**config.mk**
```make
export PLATFORM = sky130hd
export DESIGN_NAME = fir_filter_pipe
export DESIGN_NICKNAME = d
export VERILOG_FILES = /design/src/rtl/fir_filter_pipe.sv
export SDC_FILE = /design/constraint.sdc
export NUM_CORES = 2
export LEC_CHECK = 0
export CAP_MARGIN = 20
export CORE_ASPECT_RATIO = 1.25
export CORE_MARGIN = 1.5
export CORE_UTILIZATION = 50
export DETAILED_ROUTE_END_ITERATION = 10
export GPL_ROUTABILITY_DRIVEN = 0
export PLACE_DENSITY = 0.73
export SYNTH_ARGS = -nofsm -noshare
export SYNTH_HDL_FRONTEND = slang
export SYNTH_SLANG_ARGS = --single-unit
```
**constraint.sdc**
```tcl
create_clock -name clk_i -period 6.7 [get_ports clk_i]
set_input_delay 1.005 -clock clk_i [delete_from_list [all_inputs] [get_ports clk_i]]
set_output_delay 1.005 -clock clk_i [all_outputs]
set_load 0.01 [all_outputs]
```
**src/rtl/fir_filter_pipe.sv**
```systemverilog
// fir_filter_pipe: signed N-tap FIR with run-time programmable coefficients, fixed-point
// rounding and a 2-stage elastic (valid/ready) pipeline.
//
// Ports:
//   clk_i        clock, rising edge
//   reset_ni     asynchronous active-low reset
//   flush_i      synchronous clear of sample history and pipeline (coefficients kept)
//   coef_we_i    coefficient write strobe
//   coef_addr_i  tap index to write (writes to indices >= taps_p are ignored)
//   coef_data_i  signed coefficient value
//   data_i       input sample (signed)
//   valid_i      input valid
//   ready_o      input ready
//   valid_o      output valid
//   data_o       filtered output sample (signed)
//   ready_i      output ready
//
// Build option: define FILTER_SAT_EN to clamp out-of-range results to the nearest
// representable bound; by default the low width_p bits are kept (two's complement wrap).
module fir_filter_pipe #(
    parameter int unsigned width_p      = 24,
    parameter int unsigned taps_p       = 7,
    parameter int unsigned coef_width_p = 8,
    parameter int unsigned frac_p       = 3
) (
    input  logic                      clk_i,
    input  logic                      reset_ni,
    input  logic                      flush_i,
    input  logic                      coef_we_i,
    input  logic [$clog2(taps_p)-1:0] coef_addr_i,
    input  logic [coef_width_p-1:0]   coef_data_i,
    input  logic [width_p-1:0]        data_i,
    input  logic                      valid_i,
    output logic                      ready_o,
    output logic                      valid_o,
    output logic [width_p-1:0]        data_o,
    input  logic                      ready_i
);

    localparam int unsigned ProdW = width_p + coef_width_p;
    // Headroom for summing taps_p products without overflow.
    localparam int unsigned SumW  = ProdW + $clog2(taps_p) + 1;
    localparam int unsigned CntW  = $clog2(taps_p + 1);

    typedef logic signed [width_p-1:0]      sample_t;
    typedef logic signed [coef_width_p-1:0] coef_t;
    typedef logic signed [ProdW-1:0]        prod_t;
    typedef logic signed [SumW-1:0]         sum_t;

    localparam coef_t CoefUnity = coef_t'(1 << frac_p);
    localparam sum_t  RoundC    = (frac_p == 0) ? sum_t'(0)
                                                : (sum_t'(1) <<< (frac_p > 0 ? frac_p - 1 : 0));

    sample_t         win_q   [taps_p];
    sample_t         win_d   [taps_p];
    coef_t           coef_q  [taps_p];
    coef_t           coef_d  [taps_p];
    prod_t           prod_q  [taps_p];
    prod_t           prod_d  [taps_p];
    logic [CntW-1:0] fill_q, fill_d;
    logic            s1_v_q, s1_v_d;
    logic            valid_q, valid_d;
    sample_t         data_q, data_d;

    logic            s2_adv, s1_adv, accept, s1_load;
    sum_t            sum, shifted;
    sample_t         result;

    // Elastic handshake: a stage may advance when its downstream slot is free or draining.
    assign s2_adv  = ~valid_q | ready_i;
    assign s1_adv  = ~s1_v_q | s2_adv;
    assign ready_o = s1_adv & ~flush_i;
    assign accept  = valid_i & ready_o;

    assign valid_o = valid_q;
    assign data_o  = data_q;

    // Sample window and fill count.
    always_comb begin
        win_d  = win_q;
        fill_d = fill_q;
        if (flush_i) begin
            for (int k = 0; k < int'(taps_p); k++) begin
                win_d[k] = '0;
            end
            fill_d = '0;
        end else if (accept) begin
            win_d[0] = sample_t'(data_i);
            for (int k = 1; k < int'(taps_p); k++) begin
                win_d[k] = win_q[k-1];
            end
            if (fill_q != CntW'(taps_p)) begin
                fill_d = fill_q + 1'b1;
            end
        end
    end

    // Only an accept that completes (or keeps) a full window produces a result.
    assign s1_load = accept & (fill_d == CntW'(taps_p));

    // Coefficient bank; a write lands at the edge, so products formed in the same
    // cycle still use the old value.
    always_comb begin
        coef_d = coef_q;
        if (coef_we_i && (int'(coef_addr_i) < int'(taps_p))) begin
            coef_d[coef_addr_i] = coef_t'(coef_data_i);
        end
    end

    // Stage 1: per-tap products from the post-shift window.
    always_comb begin
        s1_v_d = s1_v_q;
        prod_d = prod_q;
        if (flush_i) begin
            s1_v_d = 1'b0;
        end else if (s1_adv) begin
            s1_v_d = s1_load;
            if (s1_load) begin
                for (int k = 0; k < int'(taps_p); k++) begin
                    prod_d[k] = prod_t'(coef_q[k]) * prod_t'(win_d[k]);
                end
            end
        end
    end

    // Stage 2 datapath: sum, round half-up, arithmetic shift, reduce to width_p.
    always_comb begin
        sum = '0;
        for (int k = 0; k < int'(taps_p); k++) begin
            sum = sum + sum_t'(prod_q[k]);
        end
        sum     = sum + RoundC;
        shifted = sum >>> frac_p;
`ifdef FILTER_SAT_EN
        // In range only if every bit above the output sign bit matches it.
        if ((shifted[SumW-1:width_p-1] != '0) && (shifted[SumW-1:width_p-1] != '1)) begin
            result = shifted[SumW-1] ? {1'b1, {(width_p-1){1'b0}}}
                                     : {1'b0, {(width_p-1){1'b1}}};
        end else begin
            result = sample_t'(shifted);
        end
`else
        result = sample_t'(shifted);
`endif
    end

    always_comb begin
        valid_d = valid_q;
        data_d  = data_q;
        if (flush_i) begin
            valid_d = 1'b0;
        end else if (s2_adv) begin
            valid_d = s1_v_q;
            if (s1_v_q) begin
                data_d = result;
            end
        end
    end

    always_ff @(posedge clk_i or negedge reset_ni) begin
        if (!reset_ni) begin
            for (int k = 0; k < int'(taps_p); k++) begin
                win_q[k]  <= '0;
                prod_q[k] <= '0;
                coef_q[k] <= (k == 0) ? CoefUnity : coef_t'(0);
            end
            fill_q  <= '0;
            s1_v_q  <= 1'b0;
            valid_q <= 1'b0;
            data_q  <= '0;
        end else begin
            win_q   <= win_d;
            prod_q  <= prod_d;
            coef_q  <= coef_d;
            fill_q  <= fill_d;
            s1_v_q  <= s1_v_d;
            valid_q <= valid_d;
            data_q  <= data_d;
        end
    end

endmodule

```
## Word-level counts from Yosys, hierarchy flattened

Index checks and enable logic that the tools add are counted.

- Bits of input ports: 41
- Word-level logic and storage cells: 72
- Output and inout bits: 26
- Register bits after elaboration: 442

- Bitwise logic cells: 9
- Add/subtract/negate cells: 8
- Multipliers: 7
- Equality and inequality tests: 2
- Order comparisons: 3
- Reductions and logical operators: 6
- Multiplexer cells: 12

Operators by type and width:

| kind | count |
|---|---|
| 2-to-1 mux 168 bit | 2 |
| multiplier 8 x 24 -> 27 bit | 7 |
| adder 27 bit | 6 |
| bitwise mux 56 bit | 1 |
| adder 27 x 4 -> 27 bit (second input constant) | 1 |
| demux 8 bit (select 3 bit) | 1 |
| 2-to-1 mux 3 bit | 3 |
| 2-to-1 mux 8 bit | 1 |
| AND reduction 3 bit | 2 |
| greater-or-equal comparator 4 bit (second input constant) | 1 |
| < comparator 4 x 1 -> 1 bit (second input constant) | 1 |
| 2-to-1 mux 1 bit | 4 |
| NOT 3 -> 4 bit | 1 |
| nonzero test 2 bit | 2 |
| adder 3 x 1 -> 3 bit (second input constant) | 1 |
| bitwise AND 1 bit | 3 |
| equality test 3 bit (second input constant) | 1 |
| < comparator 3 bit (second input constant) | 1 |
| inequality test 3 bit (second input constant) | 1 |
| NOT 1 bit | 3 |
| logical AND 1 bit | 2 |
| OR 1 bit | 2 |

## Depth between registers and ports, before layout

- Depth in word-level cells: 11
- Depth in mapped cells: 30

## Worst setup path after synthesis

OpenSTA, ideal clock, no wires.

- Path kind: input to register
- From: input port flush_i
- To: register prod_q[121] in the netlist's numbering
- Library setup time: 0.133 ns
- Setup slack: -0.580 ns
- Buffers on the path: 7
- Arrival time: 7.147 ns
- Required time: 6.567 ns
- Stages: 27
- Cell sequence: clkbuf_1 > a211oi_2 > buf_2 > buf_2 > buf_2 > buf_2 > buf_2 > buf_2 > nand2_1 > o21ai_1 > and2_1 > fa_1 > fa_1 > fa_1 > inv_1 > fa_1 > inv_1 > ha_1 > or2_2 > o311a_1 > o41a_1 > a41o_1 > o31ai_1 > a31oi_1 > a21oi_1 > xor2_1 > o21ai_0

RTL lines:

| element | line | text |
|---|---|---|
| start, declared | 28 | `input logic flush_i,` |
| end signal, assigned | 173 | `prod_q <= prod_d;` |
| end, declared | 58 | `prod_t prod_q [taps_p];` |

## Worst setup path in the final report

- From: input port ready_i
- To: register prod_q[185] in the netlist's numbering

- Longest elaborated chain between the ends: 9

Ends and longest elaborated chain:

| element | line | text |
|---|---|---|
| start, declared | 37 | `input logic ready_i` |
| OR 1 bit * | 70 | `assign s2_adv = ~valid_q \| ready_i;` |
| OR 1 bit * | 71 | `assign s1_adv = ~s1_v_q \| s2_adv;` |
| branches (longest 7 deep; another with multiplier 8 x 24 -> 27 bit) | -- |  |

Every way passes the cells marked *.
A chain may end at the register's enable or synchronous reset.

==> impl_summary.md <==
CTS
The clock network latency to the later pin of the worst-skew pair is 0.67 ns. No sink is reached through more buffers than the 3 on the longest clock path. The depth of the CTS H-tree is 2. Clock tree synthesis inserted a total of 53 buffers. TritonCTS built the clock tree.

After clock tree synthesis, the clock-pin slew on the worst setup and hold paths is 0.07 ns. In this run the clock root is driven by a clkbuf_16. The post-cts hold buffer count is 0. For this design, the sink count on the clock tree is 442.

Drt
The residual DRC count is 0. The routed wirelength normalized by instance count is 19.6 um. In this run, the number of DRC markers left after iteration 0 of detailed routing was 3,356. The aggregate routed wire length is 179,000 um. The detailed router placed 48.4k vias in this run.

Once detail routing completed, the nets flagged for antenna violations numbered 0. After detailed routing, the number of vias per cell comes to 5.30. The first-pass iteration count of the detailed router is 5.

Global route
The met1 demand-to-capacity share in global routing is 0.349. The initial antenna violation count is 10. In the global route stage, met2 resource usage came out at 0.494. The met3 track demand over resource in global routing is 0.0442.

In this run the most used layer during global routing was met2. The number of global-route vias before repair is 51.7k. The leftover overflow at the end of global routing is 0. Entering global routing, the biggest net connects 149 pins. The first global-routing pass estimated 281,000 um of wire. Across every metal layer, demand over resource in global routing totals 0.292.

Place
During placement, the flow inserted port buffers numbering 66. The placed standard-cell area is 69,700 um2. The sum of net half-perimeters after detailed placement is 145,000 um.

Power
The sequential group share of total power is 0.285. The worst voltage drop across the vdd grid is 0.230 mV. Internal power comes to 6980 uW. The total design power is 11,300 uW. The net switching component of the power is 4340 uW. The power density normalized to cell area is 156 nW/um2. The switching power as a share of total power is 0.383. The share of total power in combinational logic is 0.431. The static leakage is 0.0367 uW. The proportion of power drawn by the clock network is 0.285.

STA
The worst path needs 6.34 ns of the cycle, external delays included. Across the routed clock network, the largest skew measured is 0.0313 ns. The share of the clock period used by the worst path after layout is 0.946.

The worst max-slew margin expressed relative to the limit is 0.167. The total of endpoints with negative setup slack in the final report is 0. The pin slew with the least headroom to its limit is 1.25 ns. The achievable clock frequency is 158 MHz.

The final hold violation count is 0. In the final timing run, aggregate negative setup slack is 0 ns. The max-slew violation count is 0. Setup repair after global routing left no endpoint under its margin.

Logic synthesis
The cell area after technology mapping is 61,100 um2. Synthesis produced 6,700 cells. The share of synthesized flip-flops with an asynchronous set or reset is 1.00.

The sequential-to-total area share from yosys stat is 0.181. The count of flip-flops with a built-in enable after synthesis is 0. The top flip-flop cell by instance count after synthesis is dfrtp_1.

The net count after synthesis is 8,168. Yosys printed 0 warnings. The average footprint of a synthesized cell is 9.12 um2. The number of storage elements in the synthesis netlist is 442.

Counting distinct cell types in the post-synthesis netlist gives 72.

Worst hold path
The class of the most critical hold timing path is input pin to async pin.

Worst setup path
The total buffers and inverters traversed by the critical path is 11. In this design, the largest share of critical-path delay is due to adder cells. The worst setup path is captured at a register. By startpoint and endpoint, the worst setup path is classified as input pin to register.

Data on the critical path arrives at its endpoint at 6.86 ns. In this run the worst path has a maximum fanout of 12. The slowest library cell on the worst path is fa_1. The kind of start point of the critical path is an input pin. The worst path required time is 7.22 ns.

The largest incremental delay on the critical path is 0.51 ns.

Run
The max capacitance violation total is 0.

Status
The run finished with clean final reports.

Floorplan
The die is 316 um wide. The initial cell density of the core is 0.504. The floorplan has 143 rows.

The floorplan step defined a die boundary enclosing 124,000 um2. Measured along the y axis, the die boundary spans 394 um. The number of placed I/O pins is 67. The core region is 121,000 um2.

Layout
Measured on the finished design, the core utilization comes to 0.600. The total of fill cells in the finished design is 10.1k. Compared with the post-synthesis result, the final layout area differs by 19.1%. The total non-filler cell area in the finished layout is 72,800 um2. For this run, the post-layout net count is 8,958. The share of cells above drive strength 1 is 0.171.
[state kept, by name (all words and copies together) (netlist names)]
| signal | flops |
|---|---|
| coef_q | 56 |
| data_o | 24 |
| fill_q | 3 |
| prod_q | 189 |
| s1_v_q | 1 |
| valid_o | 1 |
| win_q | 168 |
[cells in the mapped netlist, types with 4 or more instances]
library cell	n	area share
xnor2_1	147	0.021
nand3b_1	5	0.00061
dfrtp_1	441	0.18
fa_1	1016	0.33
nand4_1	4	0.00041
ha_1	411	0.084
nor2_1	196	0.012
o31ai_1	17	0.0021
and2_1	421	0.043
nor2b_1	509	0.052
mux2_2	61	0.011
o21a_1	23	0.0028
nor3b_1	84	0.010
or2_2	32	0.0033
a31oi_1	12	0.0012
o31a_1	5	0.00072
inv_1	1483	0.091
buf_2	24	0.0020
buf_1	9	0.00055
a21o_1	36	0.0044
o21ai_2	4	0.00057
clkbuf_1	182	0.011
xor2_1	99	0.014
o21ai_0	245	0.020
o21ai_1	62	0.0051
nand2b_1	102	0.010
nor3_1	29	0.0024
nand3_1	24	0.0020
o21bai_1	23	0.0028
a211oi_1	14	0.0017
a311oi_1	4	0.00057
a31o_2	7	0.0010
nand2_1	658	0.040
a21oi_1	224	0.018
and3_1	9	0.00092
or3_1	13	0.0013
nand4b_1	5	0.00072
[metrics by stage]
stage | setup WS, ns | hold WS (ns) | cells
6_report | 0.361 | 0.308 | 9134
5_1_grt | 0.135 | 0.353 | 9130
4_1_cts | 0.00500 | 0.324 | 9084
3_5_place_dp | -0.795 | 0.465 | 8984
3_3_place_gp | -0.714 | 0.466 | 8984
2_1_floorplan | 0.00929 | 0.459 | 6700
[power by group through the flow]
stage / sequential [uW] / combinational (uW) / clock [uW]
finish: 3220 / 4880 / 3220
global route: 3240 / 5390 / 3360
CTS: 3210 / 4760 / 3270
detailed placement: 3260 / 4700 / 0
global placement: 3250 / 4590 / 0
floorplan: 2890 / 2970 / 0
[worst reg2reg max path: cells and delay by family (launching register included)]
kind,cells,cell delay (ns)
XOR/XNOR,1,0.25
flip-flops,1,0.38
AND/OR/NAND/NOR,2,0.33
adder cells (fa/ha/maj),5,2.28
AO/OA/AOI/OAI,11,1.77
buffers and inverters,9,1.17
[cell type report]
| type | count | area, um2 | share of cell area |
|---|---|---|---|
| Timing Repair Buffer | 953 | 7750 | 0.107 |
| Inverter | 1484 | 5570 | 0.0765 |
| Tap cell | 1595 | 2000 | 0.0274 |
| Sequential cell | 442 | 11100 | 0.152 |
| Clock inverter | 37 | 474 | 0.00652 |
| Antenna cell | 4 | 10.0 | 0.000138 |
| Clock buffer | 63 | 1440 | 0.0197 |
| Multi-Input combinational cell | 4556 | 44500 | 0.611 |
[cell usage in the layout (no fill, tap or decap), types with 9 or more instances in the layout]
cell type        synthesis  routed
nor3_1                  29      26
buf_4                    1     850
o21ai_1                 62      49
nand2_1                658     652
buf_12                   0      17
dfrtp_1                441     441
fa_1                  1016    1009
ha_1                   411     399
or2_2                   32      32
or3_1                   13      12
nor2_2                   0       9
o31ai_1                 17      12
o21bai_1                23      22
clkbuf_16                0      60
mux2_2                  61      61
a211oi_1                14       9
clkdlybuf4s50_1          0      62
nor2b_1                509     496
o21ai_0                245     232
and3_1                   9       9
xor2_1                  99      99
o21a_1                  23      23
nand2b_1               102     102
a21oi_2                  2      66
nand3_1                 24      24
nor2_1                 196     187
xnor2_1                147     147
o21ai_2                  4      24
nor2b_2                  0      13
clkinv_2                 0       9
a21o_1                  36      36
a21oi_1                224     158
inv_1                 1483    1476
nor3b_2                  0       9
nor3b_1                 84      75
and2_1                 421     419
[cell families (layout without fill, tap and decap cells)]
logic type,after synthesis,in the layout,synth area share
muxes,62,62,0.0114
xor gates and xnor gates,246,246,0.0353
AOI/OAI and AO/OA,715,715,0.0674
other,0,4,0
adders and majority gates,1427,1427,0.417
and+or+nand+nor,2106,2106,0.182
DFF,442,442,0.181
buffers and inverters,1702,2537,0.105
[routing by layer]
layer  part of all wire  wire (um)
met1               0.37      65700
met2               0.49      87300
met3              0.065      11700
met4              0.080      14400
met5            0.00032         57
[path summary, 6_finish.rpt]
check / slack (ns) / cells after the start / start / end
setup / recovery: 0.36 / 30 / ready_i / prod_q[185]
hold / removal: 0.31 / 1 / reset_ni / win_q[1]
setup reg to reg: 0.39 / 28 / valid_o / prod_q[185]
hold reg to reg: 0.48 / 1 / data_o[8] / data_o[8]
max in group asynchronous: 5.00 / 2 / reset_ni / win_q[54]
min in group clk_i: 0.48 / 1 / data_o[8] / data_o[8]
[what timing repair did]
| action | 4_1_cts | 5_1_grt |
|---|---|---|
| gates cloned | 0 | 6 |
| resized for setup | 5 | 163 |
| buffers inserted | 0 | 37 |
| setup endpoints to repair | 5 | 52 |
| pin swaps | 1 | 70 |
No activity file was read; power rests on OpenSTA's default activity.
